$ cat src/rtl/pc_label_finder.sv
// Reverse lookup table: maps a branch-target PC back to the lowest label that stores it.
// Writes and clears are taken only while idle; a lookup scans one slot per cycle.
module pc_label_finder #(
  parameter int ENTRIES = 64,
  parameter int PC_W    = 12
) (
  input  logic            clk,
  input  logic            reset_n,
  input  logic            wr_en,
  input  logic [7:0]      wr_label,
  input  logic [PC_W-1:0] wr_pc,
  input  logic            clr,
  input  logic            req_valid,
  input  logic [PC_W-1:0] req_pc,
  output logic            req_ready,
  output logic            rsp_valid,
  output logic            rsp_hit,
  output logic [7:0]      rsp_label,
  input  logic            rsp_ready,
  output logic            busy
);

  localparam int IW = (ENTRIES > 1) ? $clog2(ENTRIES) : 1;
  localparam logic [8:0]    ENTRIES_L = 9'(ENTRIES);
  localparam logic [IW-1:0] LAST_IDX  = IW'(ENTRIES - 1);

  typedef enum logic [1:0] {
    IDLE,
    SCAN,
    RESP
  } state_t;

  state_t state, state_nxt;

  logic [PC_W-1:0]    pc_tab [ENTRIES];
  logic [ENTRIES-1:0] vld_tab;
  logic [PC_W-1:0]    pc_key;
  logic [IW-1:0]      scan_idx;
  logic               hit_r;
  logic [7:0]         label_r;

  logic do_clr, do_wr, do_acc;
  logic wr_in_range, slot_match;

  assign wr_in_range = ({1'b0, wr_label} < ENTRIES_L);
  assign slot_match  = vld_tab[scan_idx] && (pc_tab[scan_idx] == pc_key);

  always_comb begin
    state_nxt = state;
    do_clr    = 1'b0;
    do_wr     = 1'b0;
    do_acc    = 1'b0;
    req_ready = 1'b0;
    case (state)
      IDLE: begin
        req_ready = !clr && !wr_en;
        if (clr) begin
          do_clr = 1'b1;
        end else if (wr_en) begin
          do_wr = wr_in_range;
        end else if (req_valid) begin
          do_acc    = 1'b1;
          state_nxt = SCAN;
        end
      end
      SCAN: begin
        if (slot_match || (scan_idx == LAST_IDX)) state_nxt = RESP;
      end
      RESP: begin
        if (rsp_ready) state_nxt = IDLE;
      end
      default: state_nxt = IDLE;
    endcase
  end

  assign rsp_valid = (state == RESP);
  assign busy      = (state != IDLE);
  assign rsp_hit   = hit_r;
  assign rsp_label = label_r;

  // Control state: FSM, valid bits, scan index and response registers.
  always_ff @(posedge clk or negedge reset_n) begin
    if (!reset_n) begin
      state    <= IDLE;
      vld_tab  <= '0;
      scan_idx <= '0;
      hit_r    <= 1'b0;
      label_r  <= '0;
    end else begin
      state <= state_nxt;
      if (do_clr) begin
        vld_tab <= '0;
      end else if (do_wr) begin
        vld_tab[wr_label[IW-1:0]] <= 1'b1;
      end
      if (do_acc) begin
        scan_idx <= '0;
      end else if ((state == SCAN) && (state_nxt == SCAN)) begin
        scan_idx <= scan_idx + 1'b1;
      end
      if ((state == SCAN) && (state_nxt == RESP)) begin
        hit_r   <= slot_match;
        label_r <= slot_match ? 8'(scan_idx) : 8'd0;
      end
    end
  end

  // Stored PCs and the search key survive reset; only validity matters.
  always_ff @(posedge clk) begin
    if (do_wr) pc_tab[wr_label[IW-1:0]] <= wr_pc;
    if (do_acc) pc_key <= req_pc;
  end

endmodule

$ cat config.mk
export PLATFORM = sky130hd
export DESIGN_NAME = pc_label_finder
export DESIGN_NICKNAME = d
export VERILOG_FILES = /design/src/rtl/pc_label_finder.sv
export SDC_FILE = /design/constraint.sdc
export NUM_CORES = 1
export LEC_CHECK = 0
export ABC_AREA = 1
export BUFFER_PORTS_ARGS = -buffer_cell sky130_fd_sc_hd__clkbuf_2
export CORE_MARGIN = 2
export CORE_UTILIZATION = 40
export DETAILED_ROUTE_END_ITERATION = 8
export REMOVE_ABC_BUFFERS = 1
export SLEW_MARGIN = 20
export SYNTH_ARGS = -nofsm -noshare
export SYNTH_HDL_FRONTEND = slang
export SYNTH_SLANG_ARGS = --single-unit
$ cat constraint.sdc
create_clock -name clk -period 2.9 [get_ports clk]
set_clock_uncertainty 0.15 [all_clocks]
set_input_delay 0.58 -clock clk [delete_from_list [all_inputs] [get_ports clk]]
set_output_delay 0.58 -clock clk [all_outputs]
set_load 0.01 [all_outputs]
==> impl_metrics.ini, run 1 <==
[sta]
finalHoldViolCount = 0
fin_crit_sh_pct = 106
slew_viol_final = 0
rsz0062_at_grt = true
fmax_ghz = 0.325
slew_headroom_pct = 29.9
worst_pin_slew_ps = 1050
postLayoutSetupSlackWorst_ps = -175
post-route-min-period_ps = 3070
setup_violations = 15

[detailed_routing]
drcViolationCount = 0
wl_um = 104000
first_iter_violations = 2692
ant_nets = 0
drtPass1Iterations = 5
wl_per_cell_um = 22.4
routed_via_density = 5.34
dr_total_vias = 24840

[cts]
cts.clk_slew.worst_paths_ps = 60
clockRootBuffer = clkbuf_16
cts_buffers = 90
clock_sinks = 859
worst_skew_pair.late_latency_ps = 660
cts_tree = yes
ctsLongestPathBuffers = 3
htree_num_levels = 3

[setup_path]
reg2reg_from = scan_idx[1]
arrival_ps = 3500
cp-end-kind = flip-flop
crit_type = flip-flop to flip-flop
slowest_delay_ps = 530
crit_path_max_fanout = 22
required_ps = 3330
crit_family = simple AND/OR/NAND/NOR gates
path_common_cell = nand2_1
crit_start = scan_idx[1]
cpMaxStageDelayCell = dfrtp_4
path_cells = buf_4 > buf_12 > buf_4 > nand3_1 > nand3_1 > nand2_1 > nand2_1 > nand3_1 > nand2_1 > nand2_1 > nand2_1 > nand2_1 > nor2_1 > nand2_1 > nor2_2 > nand2_2 > nand2_4 > nand2_4 > clkinv_4 > nand2_1 > nand2_1
path_buf_inv = 4
critPathLaunchType = flip-flop

[logic_synthesis]
ys_top_cells_by_area = edfxtp_1 (66%), nand2_1 (11%), nand3_1 (9.4%)
ys_types = 32
ys_warn_count = 0
synth-edff-count = 780
synth_top_cell_area_share_pct = 65.9
yosysSeqAreaShare_pct = 71.5
syn_inst = 3137
yosysTopAreaCell = edfxtp_1
ys_ff_latch = 859
ys_async_sr_fraction_pct = 9.20
ys.flop_type = edfxtp_1
syn-mean-instance-area_um2 = 11.3
syn_area_um2 = 35500

[die]
fp.dieH_um = 302
start_util_pct = 40.3
coreArea_um2 = 88200
die_w_um = 302
pin_count = 50
die-area_um2 = 91200
fp-row-count = 109

[finish]
area_growth_pct = 24.4
stdcell_area_um2 = 44200
drive_above_1_share_pct = 22.3
nets = 3451
insertedDiodeCount = 0
final_util_pct = 50.1

[global_routing]
grt_pass1_vias = 23795
globalRouteOverflowTotal = 0
antenna_found_initial = 4
grt_pass1_wl_um = 153000
grt_max_degree = 65
grt_util_all_layers_pct = 22.7

[power_and_ir_drop]
p_per_area_nw_per_um2 = 974
fin_total_pwr_mw = 43.0
p_leak_nw = 16.8
peakVddDrop_mv = 0.586

[placed_design]
port_buffers = 47
dp_slack_ps = -251
dpl-instance-area_um2 = 39200
dpl.hpwl_um = 63200
gp_congestion = 0.927

[status]
status = finished, violations left
violations = negative setup slack

[worst_hold_path]
hp-start = req_pc[7]
hold_class = input port to flip-flop

[flow_run]
drv_cap = 0
==> layer usage <==
| metal | global-route usage, % | vias to the layer above | routed length (um) |
|---|---|---|---|
| met2 | 35.5 | 964 | 48100 |
| met3 | 5.01 | 164 | 9140 |
| li1 | - | 11474 | - |
| met1 | 31.9 | 12234 | 44400 |
| met4 | 6.99 | 4 | 2590 |
| met5 | 0 | - | 24 |
==> cell families (layout without fill, tap and decap cells) <==
group                    count (synthesis)  in the layout  synth area share (%)
XOR/XNOR                                 4              4                0.0986
AO/OA/AOI/OAI                          115            115                  2.37
buffers and inverters                  244            592                  3.23
other                                    1              2                0.0106
flip-flops                             859            859                  71.5
AND/OR/NAND/NOR                       1913           1914                  22.7
adder cells (fa/ha/maj)                  1              1                0.0352
==> flip-flops by register name, summed over array words and instances, names as in the netlist <==
name,count
scan_idx,6
rsp_hit,1
vld_tab,64
pc_key,12
state,2
pc_tab,768
rsp_label,6
==> per-stage QoR <==
step           hold slack [ps]  cells  TNS [ps]
2_1_floorplan              134   2951   -162840
3_3_place_gp               313   4435     -2710
3_5_place_dp               319   4435     -3280
4_1_cts                   5.07   4642      -931
5_1_grt                   18.5   4652     -3750
6_report                  58.6   4652     -1850
==> placed cells by master, fill, tap and decap left out, drive strengths merged, types with 45 or more instances in the layout <==
cell type     n
clkinv       45
a21oi        53
nand3       665
edfxtp      780
o21ba        52
nor2        144
inv          57
dfrtp        79
clkbuf      165
nand2      1086
buf         300
==> power by group <==
part | switching (mW) | leakage, nW | internal (mW)
registers | 0.0943 | 8.10 | 13.6
clock network | 4.85 | 1.45 | 6.63
logic | 10.8 | 7.25 | 7.13
total | 15.7 | 16.8 | 27.3
==> repair_timing <==
item / 4_1_cts / 5_1_grt
endpoints found under the hold margin: 48 / 0
pin swaps: 30 / 71
gates resized for setup: 148 / 158
hold buffers: 9 / 0
endpoints found under the setup margin: 15 / 305
setup buffers: 16 / 7
gates cloned: 17 / 7
==> cell usage after synthesis (2+ instances only) <==
cell type  instances
buf_2             99
buf_1             15
nand3_1          664
o21ba_2           52
xor2_1             4
nand2_2            3
inv_2              3
nor3_1             9
nor2_1           143
o21ai_1            3
edfxtp_1         780
nand2_1         1081
inv_1             52
clkbuf_1          46
a21oi_1           53
buf_4             26
dfrtp_1           79
nand3b_1           3
o21ai_0            4
o211ai_1           2
nand4_1            5
==> worst paths after layout <==
path | end | slack, ps | depth (start not counted)
worst max-delay path | rsp_label[5] | -170 | 21
worst min-delay path | pc_key[7] | 60 | 1
worst max register to register | rsp_label[5] | -170 | 21
worst min register to register | state[1] | 330 | 1
max in group asynchronous | scan_idx[2] | 1420 | 3
min in group asynchronous | vld_tab[2] | 390 | 2
==> cell type report <==
type,count,area (um^2)
clock inverters,54,514
fillers,7718,44000
repair buffers,366,4160
repair inverters,2,27.5
multi-input cells,2036,9950
clock buffers,113,2410
inverters,57,260
well taps,1165,1460
flip-flops and latches,859,25400
Note: power is estimated with default switching activity, not from simulation.
==> run 2, diff against run 1 <==
Settings changed: ABC_AREA 1 to 0.
==> impl_metrics.ini, run 2 <==
[cts]
clock_sinks = 859
ctsLongestPathBuffers = 3
clockRootBuffer = clkbuf_16
worst_skew_pair.late_latency_ps = 650
cts_buffers = 88
cts.clk_slew.worst_paths_ps = 70
htree_num_levels = 3
cts_tree = yes

[detailed_routing]
first_iter_violations = 2028
dr_total_vias = 18117
drtPass1Iterations = 5
drcViolationCount = 0
routed_via_density = 5.72
ant_nets = 0
wl_um = 90600
wl_per_cell_um = 28.6

[logic_synthesis]
synth_compound_area_share_pct = 4.34
ys_types = 69
synth_most_common_cell = edfxtp_1
synth_top_cell_area_share_pct = 69.7
syn_inst = 1626
synth_common_cells = edfxtp_1 (780), mux4_2 (208), nor2_1 (82)
synth_top_family_by_area = multiplexers
synth-edff-count = 780
synthSimpleGateAreaFrac_pct = 3.09
ys_warn_count = 0
ys.flop_type = edfxtp_1
synth_xor_area_share_pct = 0.156
yosysSeqAreaShare_pct = 75.5
ys_top_cells_by_area = edfxtp_1 (70%), mux4_2 (14%), dfrtp_1 (5.9%)
synth.mux.area_fraction_pct = 15.1
ys_async_sr_fraction_pct = 9.20
ys_ff_latch = 859
syn_area_um2 = 33600
syn-mean-instance-area_um2 = 20.7
yosysTopAreaCell = edfxtp_1
synth-adder-area-share_pct = 0.0372

[finish]
register_area_um2 = 25400
largest_reg_flops = 768
area_growth_pct = 24.6
final.fill_count = 6599
nets = 2051
final_cell_mix = edfxtp_1 (780), buf_4 (219), mux4_2 (208)
insertedDiodeCount = 0
drive_above_1_share_pct = 39.2
multi_input_area_um2 = 8080
mostFrequentLayoutCell = edfxtp_1
fin_cells = 3166

[sta]
fmax_ghz = 0.285
postLayoutSetupSlackWorst_ps = -614
post-route-min-period_ps = 3510
slew_viol_final = 0
worst_pin_slew_ps = 1050
finalHoldViolCount = 0
fin_crit_sh_pct = 121
hold_slack_ps = 66.0
tns_ps = -8220
setup_violations = 15
rsz0062_at_grt = true
slew_headroom_pct = 30.2

[global_routing]
grt_pass1_vias = 18131
globalRouteOverflowTotal = 0
grt_pass1_wl_um = 130000
grt_max_degree = 65
antenna_found_initial = 0
grt_util_all_layers_pct = 21.2

[flow_run]
drv_cap = 0

[setup_path]
critPathLaunchType = flip-flop
crit_type = flip-flop to flip-flop
crit_path_max_fanout = 7
slowest_delay_ps = 560
path_common_cell = buf_12
required_ps = 3310
cp-end-kind = flip-flop
path_cells = buf_12 > buf_12 > buf_12 > buf_4 > mux4_2 > mux2i_2 > o21ai_0 > o211ai_1 > xor2_1 > o2111a_2 > nand4_4 > buf_6 > nand3_2 > mux2i_1
cpMaxStageDelayCell = dfrtp_4
arrival_ps = 3930

[placed_design]
gp_congestion = 0.921
placedCellCount = 2953
dpl.hpwl_um = 59300
port_buffers = 47

[power_and_ir_drop]
fin_total_pwr_mw = 25.2
p_leak_nw = 13.9
peakVddDrop_mv = 0.519
p_per_area_nw_per_um2 = 601

[worst_hold_path]
hold_class = input port to flip-flop

[die]
die_w_um = 294
fp.dieH_um = 294
fp-row-count = 106
pin_count = 50
coreArea_um2 = 83400
die-area_um2 = 86400
start_util_pct = 40.3

[status]
violations = negative setup slack
status = finished, violations left
-- run 2: cell types whose count changed after synthesis, sizes merged, moves of 12 or more --
cell / change
nand2: -1029
nand3: -643
mux4: +208
buf: -82
o21a: +65
nor2: -62
o21ba: -52
a21oi: -45
inv: -40
mux2i: +33
a22oi: +30
o22ai: +20
clkbuf: -18
a221oi: +12
-- run 2: per-stage QoR --
step | setup WS (ps) | util, % | instance area, um^2
6_report | -614 | 50.2 | 41900
5_1_grt | -706 | 50.2 | 41900
4_1_cts | -551 | 49.9 | 41600
3_5_place_dp | -793 | 45.5 | 38000
3_3_place_gp | -774 | 45.5 | 38000
2_1_floorplan | -7630 | - | 33100
-- run 2: power by group --
part	switching (mW)	total [mW]	leakage (nW)	internal, mW
sequential	0	13.5	8.09	13.5
clock	4.76	11.4	1.44	6.60
combinational	0.262	0.315	4.39	0.0532
-- run 2: per-layer routing --
metal,vias to the layer above,wire [um],track usage (%),part of all wire [%]
li1,7548,-,-,-
met1,9708,37700,29.7,42
met2,742,42800,33.2,47
met3,119,7760,5.11,8.6
met4,0,2270,6.25,2.5
met5,-,0,0,0
-- run 2: what timing repair did --
item | CTS | global route
hold buffers | 10 | 0
endpoints found under the hold margin | 47 | 0
gates cloned | 3 | 0
pin swaps | 26 | 19
gates resized for setup | 86 | 26
endpoints found under the setup margin | 15 | 15
setup buffers | 19 | 18
-- run 2: path summary, 6_finish.rpt --
path,start,end,slack [ps],cells after the start
worst min register to register,vld_tab[2],vld_tab[2],330,1
max in group asynchronous,reset_n,scan_idx[2],1580,3
min in group asynchronous,reset_n,vld_tab[1],340,2
worst min-delay path,req_pc[7],pc_key[7],70,1
worst max register to register,scan_idx[0],scan_idx[2],-610,14
worst max-delay path,scan_idx[0],scan_idx[2],-610,14
-- run 2: final cells by class --
class	count	share of cell area, %
clock buffers	102	5.55
multi-input cells	664	19.3
inverters	17	0.161
repair buffers	382	9.73
clock inverters	62	1.44
well taps	1080	3.22
flip-flops and latches	859	60.6
-- run 2: kinds of logic (layout without fill, tap and decap cells) --
kind of cell	after synthesis	after routing
buffers and inverters	104	563
AOI/OAI and AO/OA	192	192
DFF	859	859
xor gates and xnor gates	6	6
and+or+nand+nor	216	216
other	1	2
muxes	247	247
adders and majority gates	1	1
-- run 2: worst max-delay path: cells and delay by family (launching register included) --
kind,cells,cell delay [ps]
mux,3,960
buf+inv,5,720
compound gates,3,570
simple gates,2,210
xor+xnor,1,240
flops,1,560
==> run 3, diff against run 2 <==
Settings changed: GPL_TIMING_DRIVEN set to 0.
==> impl_metrics.ini, run 3 (synthesis results as in run 2) <==
[status]
status = finished, violations left
violations = negative setup slack

[global_routing]
grt_pass1_wl_um = 129000
grt_max_degree = 80
grt_pass1_vias = 18036
globalRouteOverflowTotal = 0
antenna_found_initial = 7
grt_util_all_layers_pct = 21.1

[flow_run]
drv_cap = 0

[die]
fp.dieH_um = 294
coreArea_um2 = 83400
die-area_um2 = 86400
die_w_um = 294
pin_count = 50
start_util_pct = 40.3
fp-row-count = 106

[sta]
finalHoldViolCount = 0
fin_crit_sh_pct = 129
fmax_ghz = 0.268
slew_viol_final = 0
tns_ps = -11910
slew_headroom_pct = 14.1
postLayoutSetupSlackWorst_ps = -838
setup_violations = 20
post-route-min-period_ps = 3740
hold_slack_ps = 58.0
worst_pin_slew_ps = 1280
rsz0062_at_grt = true

[finish]
largest_reg_flops = 768
final_cell_mix = edfxtp_1 (780), mux4_2 (208), clkbuf_16 (90)
final.fill_count = 6579
area_growth_pct = 22.1
mostFrequentLayoutCell = edfxtp_1
drive_above_1_share_pct = 37.4
nets = 1871

[detailed_routing]
drcViolationCount = 0
first_iter_violations = 2396
wl_um = 90500
wl_per_cell_um = 30.3
dr_total_vias = 17882
drtPass1Iterations = 5
routed_via_density = 5.99
ant_nets = 0

[setup_path]
required_ps = 3240
arrival_ps = 4070
path_cells = clkinvlp_4 > nor3_1 > o21a_1 > o21ai_0 > a221oi_4 > nand4_4 > a21oi_4 > buf_12 > o22ai_2
crit_type = flip-flop to flip-flop
slowest_delay_ps = 820
crit_family = compound AO/OA/AOI/OAI gates
critPathLaunchType = flip-flop
crit_path_max_fanout = 24
path_buf_inv = 2
cpMaxStageDelayCell = dfrtp_4
cp-end-kind = flip-flop

[power_and_ir_drop]
peakVddDrop_mv = 0.646
p_leak_nw = 13.0
p_per_area_nw_per_um2 = 600

[cts]
cts_buffers = 86
cts.clk_slew.worst_paths_ps = 60
clock_sinks = 859
htree_num_levels = 3
worst_skew_pair.late_latency_ps = 650
cts_tree = yes
clockRootBuffer = clkbuf_16
ctsLongestPathBuffers = 3

[placed_design]
gp_congestion = 0.841
dpl.hpwl_um = 52700
dp_slack_ps = -1970
port_buffers = 47

[worst_hold_path]
hold_class = input port to flip-flop
[run 3: changes by cell type in the layout (fill, tap and decap cells not counted), sizes merged, moves of 4 or more]
cell      delta
clkinv      -15
bufinv       -4
bufbuf       +6
clkbuf      +20
buf        -184
clkinvlp     -4
[run 3: final timing paths]
path / to / cells past startpoint / startpoint / slack, ps
setup reg to reg: rsp_label[4] / 9 / scan_idx[5] / -840
max in group asynchronous: scan_idx[5] / 2 / reset_n / 1580
min in group asynchronous: vld_tab[15] / 2 / reset_n / 420
setup / recovery: rsp_label[4] / 9 / scan_idx[5] / -840
hold / removal: pc_key[7] / 1 / req_pc[7] / 60
hold reg to reg: vld_tab[24] / 1 / vld_tab[24] / 340
[run 3: area by class of cell]
class                   instances  area [um^2]  share of cell area, %
flip-flops and latches        859        25400                   61.9
multi-input cells             664         8760                   21.3
repair buffers                204         2700                   6.58
clock buffers                 122         2420                   5.90
well taps                    1080         1350                   3.29
clock inverters                37          313                  0.762
inverters                      17         91.3                  0.222
diodes                          2         5.00                 0.0122
[run 3: timing repair]
item	4_1_cts	5_1_grt
cloned	11	1
endpoints found under the hold margin	88	0
hold buffers	10	0
resized for setup	151	60
pin swaps	49	20
endpoints found under the setup margin	860	207
buffers inserted	64	15
[run 3: stage by stage]
stage	power, mW	utilization [%]	instances	cell area (um^2)
CTS	24.8	48.8	2969	40700
global placement	14.0	41.6	2667	34700
floorplan	13.8	-	1540	33100
detailed placement	14.0	43.0	2725	35900
finish	24.6	49.2	2985	41100
global route	25.3	49.2	2985	41100
[run 3: per-layer routing]
metal / routed length, um / up-vias / global-route usage, %
met1: 36600 / 9590 / 29.0
met5: 43 / - / 0
met3: 8690 / 178 / 5.83
met4: 2770 / 6 / 7.32
li1: - / 7183 / -
met2: 42400 / 925 / 32.6
[run 3: report_power, final]
part	internal [mW]	switching [mW]
Combinational	0.0399	0.269
Clock	6.26	4.58
Sequential	13.5	0
